<file path="config.mk">
export PLATFORM = sky130hd
export DESIGN_NAME = if_stage
export DESIGN_NICKNAME = d
export VERILOG_FILES = /design/src/rtl/if_stage.sv
export SDC_FILE = /design/constraint.sdc
export NUM_CORES = 1
export LEC_CHECK = 0
export CAP_MARGIN = 25
export CORE_MARGIN = 4
export CORE_UTILIZATION = 46
export DETAILED_ROUTE_END_ITERATION = 8
export GPL_ROUTABILITY_DRIVEN = 0
export PLACE_DENSITY_LB_ADDON = 0.3
export SYNTH_ARGS = -nofsm -noshare
export SYNTH_HDL_FRONTEND = slang
export SYNTH_SLANG_ARGS = --single-unit
</file>
<file path="constraint.sdc">
create_clock -name clk -period 2.3 [get_ports clk]
set_input_delay 0.69 -clock clk [delete_from_list [all_inputs] [get_ports clk]]
set_output_delay 0.69 -clock clk [all_outputs]
set_load 0.05 [all_outputs]
</file>
<file path="src/rtl/if_stage.sv">
// ----------------------------------------------------------------------------
// if_stage
// Instruction-fetch stage: PC register, ROM fetch interface and the IF/ID
// pipeline register. Supports sequential fetch, delayed branches (one delay
// slot, never squashed), stalls, exception flush, and a branch that arrives
// during an IF stall being held pending until the stall clears.
//
// Ports
//   clk              system clock, rising edge
//   rst              synchronous active-high reset
//   stall_if         hold PC, accept no new fetch
//   stall_id         hold the IF/ID register (only legal together with stall_if)
//   branch_flag_i    ID resolved a taken branch/jump this cycle
//   branch_target_i  target of that branch
//   flush_i          exception/eret flush
//   flush_pc_i       handler or return address used on flush
//   rom_data_i       instruction word at rom_addr_o (combinational ROM)
//   rom_addr_o       fetch address (the PC)
//   rom_ce_o         ROM chip enable, rises on the first edge out of reset
//   id_pc_o          PC of the instruction held in IF/ID
//   id_inst_o        instruction held in IF/ID
//   id_valid_o       IF/ID holds a real instruction (0 = bubble)
// ----------------------------------------------------------------------------
module if_stage #(
   parameter logic [31:0] RESET_PC = 32'h0000_0000,
   parameter logic [31:0] NOP_INST = 32'h0000_0000
) (
   input  logic        clk,
   input  logic        rst,
   input  logic        stall_if,
   input  logic        stall_id,
   input  logic        branch_flag_i,
   input  logic [31:0] branch_target_i,
   input  logic        flush_i,
   input  logic [31:0] flush_pc_i,
   input  logic [31:0] rom_data_i,
   output logic [31:0] rom_addr_o,
   output logic        rom_ce_o,
   output logic [31:0] id_pc_o,
   output logic [31:0] id_inst_o,
   output logic        id_valid_o
);

   logic [31:0] pc;
   logic        pending;
   logic [31:0] pend_target;

   assign rom_addr_o = pc;

   // PC, pending branch and ROM enable
   always_ff @(posedge clk) begin
      if (rst) begin
         pc          <= RESET_PC;
         rom_ce_o    <= 1'b0;
         pending     <= 1'b0;
         pend_target <= 32'h0;
      end else if (!rom_ce_o) begin
         // first cycle out of reset: enable the ROM, fetch has not started yet
         rom_ce_o    <= 1'b1;
         pc          <= RESET_PC;
         pending     <= 1'b0;
      end else if (flush_i) begin
         // a flush also drops any branch resolved in the same cycle
         pc          <= flush_pc_i;
         pending     <= 1'b0;
      end else if (stall_if) begin
         // PC holds; remember the most recent branch seen during the stall
         if (branch_flag_i) begin
            pending     <= 1'b1;
            pend_target <= branch_target_i;
         end
      end else if (pending) begin
         pc          <= pend_target;
         pending     <= 1'b0;
      end else if (branch_flag_i) begin
         // delay slot at pc is latched into IF/ID this edge, target fetched next
         pc          <= branch_target_i;
      end else begin
         pc          <= pc + 32'd4;
      end
   end

   // IF/ID pipeline register
   always_ff @(posedge clk) begin
      if (rst || !rom_ce_o || flush_i) begin
         id_pc_o    <= 32'h0;
         id_inst_o  <= NOP_INST;
         id_valid_o <= 1'b0;
      end else if (stall_id) begin
         id_pc_o    <= id_pc_o;
         id_inst_o  <= id_inst_o;
         id_valid_o <= id_valid_o;
      end else if (stall_if) begin
         id_pc_o    <= 32'h0;
         id_inst_o  <= NOP_INST;
         id_valid_o <= 1'b0;
      end else begin
         id_pc_o    <= pc;
         id_inst_o  <= rom_data_i;
         id_valid_o <= 1'b1;
      end
   end

endmodule

</file>
; Yosys cells after proc, flatten, opt, wreduce, memory -nomap -nowiden
; Index checks and enable logic that the tools add are counted.
[word_totals]
ff_bits = 131
out_inout_bits = 98
wordCells = 26
[op_classes]
n_mux = 8
eq_ne = 1
n_addsub = 1
reduce_logical = 6
bitwise_logic = 3
[ops]
columns = operator, count
row1 = 32-bit two-way mux, 6
row2 = "32-bit by 3-bit adder with 32-bit output, second input constant", 1
row3 = 4-bit AND reduction, 1
row4 = 4-bit OR reduction, 1
row5 = 1-bit NOT, 3
row6 = 1-bit logical OR, 2
row7 = 1-bit two-way mux, 2
row8 = "2-bit by 1-bit != test with 1-bit output, second input constant", 1
row9 = 2-bit OR reduction, 1
row10 = 1-bit zero test, 1

; Logic depth before layout (Yosys ltp)
; Gate-level depths: netlist of run 1.
[depth]
depth_word = 5
depth_mapped = 8
mapped_depth_nobuf = 6

; Worst setup path after synthesis of run 1
; No wires, ideal clock.
[synth_timing]
path_type = reg2reg
start = register pc[2] (netlist: rom_addr_o[2])
end = register pc[28] (netlist: rom_addr_o[28])
required_ps = 2234
path_slack_ps = 110
setup_time_ps = 66
path_buffers = 1
path_stages_with_launch = 8
period_less_slack_ps = 2190
arrival_ps = 2124
path_cell_list = dfxtp_1 > ha_1 > and4_1 > buf_4 > nand3_4 > or4_1 > a21o_1 > a21oi_2
[synth_via]
elab_chain_len = 5
[synth_lines]
columns = element, line
row1 = from (decl), 44  ; logic [31:0] pc;
row2 = from (signal assigned), 64  ; pc <= flush_pc_i;
row3 = from (signal assigned), 73  ; pc <= pend_target;
row4 = from (signal assigned), 77  ; pc <= branch_target_i;
row5 = 32-bit by 3-bit adder with 32-bit output, 79  ; pc <= pc + 32'd4;
row6 = 32-bit two-way mux, 75  ; end else if (branch_flag_i) begin
row7 = 32-bit two-way mux, 72  ; end else if (pending) begin
row8 = 32-bit two-way mux, 66  ; end else if (stall_if) begin
row9 = 32-bit two-way mux, 62  ; end else if (flush_i) begin
; Every way passes these cells. The select of a mux whose other input is x is not followed.
; A chain may end at the register's enable or synchronous reset.

; Worst setup path after layout of run 1
[layout_timing]
start = register id_inst_o[21]
end = output id_inst_o[21]
[layout_lines]
columns = element, line
row1 = from (decl), 40  ; output logic [31:0] id_inst_o,
row2 = from (signal assigned), 91  ; id_inst_o <= id_inst_o;
row3 = from (signal assigned), 99  ; id_inst_o <= rom_data_i;
; No word-level cell between the ends.

==> flow_summary_export.csv, run 1 <==
group,metric,value,unit
outcome,status,"finished clean",
timing,whs,0.457,ns
critical_path,reg2reg_depth,7,
global_routing,grt_pass1_wl,32300,um
global_routing,grt_max_degree,61,
floorplanning,die_y,123,um
critical_path,crit_end,"id_inst_o[21]",
route,ant_nets,0,
critical_path,crit_start,"id_inst_o[21]",
critical_path,critPathKind,"reg2out",
floorplanning,fp.dieW,123,um
critical_path,path_cells,"clkdlybuf4s50_1",
route,drtIter0Drc,763,
clock_tree,clock_latency,0.42,ns
finish,layout-drive-gt1-share,13.6,%
finish,final_cell_area,9050,um2
clock_tree,h-tree-depth,4,
placement,dpl.hpwl,14800,um
critical_path,critPathCaptureType,"output port",
timing,worst_slew_pin_slew,0.613,ns
global_routing,grt_overflow,0,
clock_tree,clkTransAtPathRegs,0.06,ns
synth,syn_area_per_cell,8.01,um2
synth,synthFlopType,"dfxtp_1",
hold_path,hp-class,"reg2reg",
floorplanning,fp-row-count,41,
route,vias,6559,
critical_path,timing.rr.end,"rom_addr_o[30]",
finish,area_delta_synth_final,49.1,%
timing,final_max_slew_viol_count,0,
route,routed_via_density,5.74,
global_routing,grt_pass1_vias,6293,
clock_tree,cts_tree,"yes",
floorplanning,die_area,15100,um2
global_routing,antenna_found_initial,1,
finish,mostFrequentLayoutCell,"dfxtp_1",
pwr,peakVddDrop,0.713,mV
synth,ys_warn_count,0,
pwr,power_density,676,nW/um2
timing,setup_viol,0,
critical_path,cp_top_family,"buffers and inverters",
finish,utilization,70.8,%
synth,yosysTopAreaCell,"dfxtp_1",
synth,syn-cell-area,6070,um2
timing,rsz0062_at_grt,"no",
clock_tree,holdBufCountCts,0,
clock_tree,cts_resized,7,
critical_path,required,1.61,ns
synth,netlist.area_leader.share,43.2,%
critical_path,path_max_fanout,2,
finish,multi_input_area,3120,um2
floorplanning,coreArea,12800,um2
clock_tree,clockBufferDepth,2,
synth,synthesis.instances,758,
critical_path,worstSetupPathDepth,1,
job,maxCapViolCount,0,
timing,period_share,98.5,%
placement,numPortBuffers,199,
clock_tree,cts_setup_buffers,0,
global_routing,grt.total_usage,27.4,%
synth,synth-edff-count,0,
placement,postPlaceCellArea,8340,um2
timing,finalClockSkew,0.00689,ns
synth,async_flop_share,0,%
pwr,finalPower,6.11,mW
synth,synth.distinct_cells,60,
route,drt_pass1_iterations,7,
critical_path,arrival,1.57,ns
critical_path,critPathBufInv,1,
clock_tree,numCtsBuffers,17,
timing,period_needed,2.26,ns
clock_tree,cts_sinks,131,
timing,max_slew_margin,58.1,%
finish,final_cell_mix,"dfxtp_1, clkdlybuf4s50_1, a21oi_1, nand2_1",
pwr,leakagePower,3.82,nW
synth,ys_top_cells_by_area,"dfxtp_1, a21oi_1, nand2_1, nor2_1, a22oi_1",
finish,nNetsFinal,1060,
finish,layout.area.seq,2620,um2
synth,yosysSeqAreaShare,43.2,%
timing,hold_viol,0,
route,drc,0,
route,wl_per_cell,18.5,um
critical_path,slowest_delay,0.82,ns
timing,clock.fmax,0.442,GHz
clock_tree,ctsRootBufferMaster,"clkbuf_16",
finish,insertedDiodeCount,0,
synth,syn_nets,861,
critical_path,r2r_slack,0.21,ns
critical_path,crit_path_start_kind,"register",
route,wirelength,21200,um
critical_path,crit_slowest_cell,"clkdlybuf4s50_1",
floorplanning,ios,200,
critical_path,r2r_start,"rom_addr_o[3]",
finish,fillers,1009,
synth,synth_seq_cells,131,
floorplanning,start_util,47.5,%
[report_power, final]
group,leakage [nW],switching [mW],internal [mW]
Clock,0.301,1.04,1.87
Combinational,2.46,0.466,0.370
Sequential,1.06,0.0529,2.32
[registers in the layout, summed over array words and instances, names as in the netlist]
register and cells:
id_inst_o 32, rom_addr_o 32, pend_target 32, rom_ce_o 1, id_pc_o 32, pending 1
id_valid_o 1
[cell families (layout without fill, tap and decap cells)]
kind of cell / count (synthesis) / count (layout) / share of synthesized area (%)
multiplexers: 4 / 4 / 0.660
buffers and inverters: 81 / 293 / 5.48
AO/OA/AOI/OAI: 240 / 240 / 24.9
adder cells (fa/ha/maj): 1 / 1 / 0.206
flip-flops: 131 / 131 / 43.2
AND/OR/NAND/NOR: 287 / 287 / 23.5
XOR/XNOR: 14 / 14 / 2.02
[synth_stat cells, drive strengths merged (7+ instances only)]
master	count
buf	22
nand3	14
o31a	7
o211ai	11
or3	7
a22oi	34
nand2	94
xnor2	10
nor3	13
o21ai	37
nor2	83
a211oi	8
a221oi	11
clkbuf	50
nand4	9
dfxtp	131
nor4	10
nor3b	28
a21oi	97
inv	8
[per-stage QoR]
step | setup WS (ns) | TNS, ns | std cells
2_1_floorplan | 0.110 | 0 | 758
3_3_place_gp | 0.0102 | 0 | 1110
3_5_place_dp | -0.0745 | -0.146 | 1110
4_1_cts | 0.000285 | 0 | 1142
5_1_grt | 0.000703 | 0 | 1142
6_report | 0.0354 | 0 | 1142
[per-layer routing]
metal	global-route usage [%]	routed length, um	vias to the layer above
li1	-	-	3120
met1	33.4	8400	3061
met2	44.9	10400	313
met3	6.91	1630	63
met4	13.6	703	2
met5	0	7	-
[cell type report]
type / count / share of cell area (%)
multi-input cells: 546 / 34.5
flip-flops and latches: 131 / 29.0
repair buffers: 252 / 26.7
clock buffers: 19 / 5.01
well taps: 172 / 2.38
clock inverters: 13 / 2.02
inverters: 9 / 0.373
[how the worst min path moves through the flow]
stage               cells after the start              end       startpoint
global route                            2   pend_target[6]   pend_target[6]
floorplan                               2  pend_target[17]  pend_target[17]
CTS                                     2  pend_target[13]  pend_target[13]
detailed placement                      2   pend_target[5]   pend_target[5]
global placement                        2  pend_target[20]  pend_target[20]
finish                                  2  pend_target[16]  pend_target[16]
[worst reg2reg max path: stages, from the launching register on]
cell     delay (ns)
dfxtp_1        0.49
ha_1           0.24
and4_1         0.29
nand3_4        0.14
buf_4          0.23
nor4_2         0.32
xnor2_1        0.19
o21ai_1        0.08
No activity file was read; power rests on OpenSTA's default activity.
==> run 2: changes to the inputs <==
PLACE_DENSITY = 0.8   (was default)
PLACE_DENSITY_LB_ADDON = default   (was 0.3)
==> flow_summary_export.csv, run 2 (synthesized netlist as in run 1, its figures left out) <==
group,metric,value,unit
critical_path,slowest_delay,0.81,ns
route,drc,0,
critical_path,critPathBufInv,1,
outcome,status,"finished clean",
clock_tree,clkTransAtPathRegs,0.05,ns
timing,finalClockSkew,0.00603,ns
timing,clock.fmax,0.442,GHz
hold_path,hp-class,"reg2reg",
clock_tree,cts_tree,"yes",
global_routing,grt_max_degree,57,
floorplanning,start_util,47.5,%
timing,worst_slew_pin_slew,0.541,ns
timing,setup_viol,0,
critical_path,cp_top_family,"buffers and inverters",
global_routing,grt_pass1_vias,6452,
finish,mostFrequentLayoutCell,"clkdlybuf4s50_1",
floorplanning,fp-row-count,41,
timing,finalSetupTns,0,ns
floorplanning,fp.dieW,123,um
route,ant_nets,0,
clock_tree,ctsRootBufferMaster,"clkbuf_16",
pwr,power_density,654,nW/um2
pwr,peakVddDrop,0.479,mV
critical_path,path_cells,"clkdlybuf4s50_1",
clock_tree,numCtsBuffers,17,
finish,insertedDiodeCount,0,
clock_tree,cts_sinks,131,
route,vias,6561,
critical_path,crit_path_start_kind,"register",
critical_path,crit_slowest_cell,"clkdlybuf4s50_1",
timing,period_share,98.3,%
floorplanning,die_y,123,um
route,wl_per_cell,18.1,um
critical_path,critPathCaptureType,"output port",
timing,period_needed,2.26,ns
critical_path,arrival,1.57,ns
floorplanning,die_area,15100,um2
clock_tree,clock_latency,0.42,ns
finish,layout-drive-gt1-share,13.4,%
critical_path,critPathKind,"reg2out",
finish,nNetsFinal,1061,
placement,pre_cts_ws,-0.0462,ns
floorplanning,ios,200,
global_routing,grt.total_usage,27.3,%
global_routing,antenna_found_initial,1,
clock_tree,cts_setup_buffers,0,
route,wirelength,20600,um
global_routing,grt_overflow,0,
timing,rsz0062_at_grt,"no",
job,maxCapViolCount,0,
timing,fin_ws,0.0398,ns
route,drtIter0Drc,622,
route,drt_pass1_iterations,5,
timing,final_max_slew_viol_count,0,
floorplanning,coreArea,12800,um2
critical_path,path_max_fanout,2,
placement,numPortBuffers,199,
finish,area_delta_synth_final,47.2,%
critical_path,required,1.61,ns
timing,hold_viol,0,
pwr,leakagePower,3.54,nW
clock_tree,h-tree-depth,4,
route,routed_via_density,5.76,
finish,final_cell_mix,"clkdlybuf4s50_1, dfxtp_1, a21oi_1, nand2_1, buf_4",
clock_tree,clockBufferDepth,2,
timing,max_slew_margin,63.9,%
global_routing,grt_pass1_wl,32400,um
placement,dpl.hpwl,14700,um
[run 2: changes by cell type in the layout (fill, tap and decap cells not counted), sizes merged]
cell           change
bufinv             -1
dlygate4sd2        -1
buf                +6
clkbuf             +2
dlymetal6s2s      -14
clkinv             -1
clkdlybuf4s50     +10
clkinvlp           -4
[run 2: where the power goes]
group / total (mW) / internal (mW) / switching, mW / leakage [nW]
Combinational: 0.831 / 0.369 / 0.462 / 2.20
Sequential: 2.37 / 2.32 / 0.0527 / 1.06
Clock: 2.64 / 1.70 / 0.939 / 0.278
[run 2: path summary, 6_finish.rpt]
check | startpoint | end | slack (ns) | depth (start not counted)
setup / recovery | id_pc_o[23] | id_pc_o[23] | 0.04 | 1
hold / removal | pend_target[12] | pend_target[12] | 0.46 | 2
setup reg to reg | rom_addr_o[3] | rom_addr_o[26] | 0.28 | 6
hold reg to reg | pend_target[12] | pend_target[12] | 0.46 | 2
[run 2: per-stage QoR]
| step | total power, mW | cell area, um2 | cells | utilization (%) | hold slack (ns) |
|---|---|---|---|---|---|
| final | 5.84 | 8930 | 1139 | 69.9 | 0.455 |
| after global routing | 6.01 | 8930 | 1139 | 69.9 | 0.474 |
| after CTS | 5.86 | 8890 | 1139 | 69.6 | 0.455 |
| after detailed placement | 3.24 | 8340 | 1111 | 65.3 | 0.447 |
| after global placement | 3.24 | 8340 | 1111 | 65.3 | 0.441 |
| after floorplan | 2.84 | 6070 | 758 | - | 0.434 |
[run 2: repair_timing]
action / in CTS / in global routing
endpoints found under the setup margin: 6 / 18
gates cloned: 0 / 0
resized for setup: 6 / 18
hold buffers: 0 / 0
pin swaps: 0 / 0
[run 2: layer usage]
| layer | vias to the layer above | global-route usage, % | routed length (um) |
|---|---|---|---|
| li1 | 3118 | - | - |
| met1 | 3085 | 32.9 | 8160 |
| met2 | 307 | 45.7 | 10200 |
| met3 | 49 | 7.60 | 1740 |
| met4 | 2 | 11.5 | 484 |
| met5 | - | 0 | 13 |
[run 2: layout make-up]
cell class / instances / area [um2]
Clock buffer: 21 / 450
Clock inverter: 7 / 110
Fill cell: 1013 / 3840
Inverter: 9 / 33.8
Multi-Input combinational cell: 546 / 3120
Sequential cell: 131 / 2620
Tap cell: 172 / 215
Timing Repair Buffer: 253 / 2380
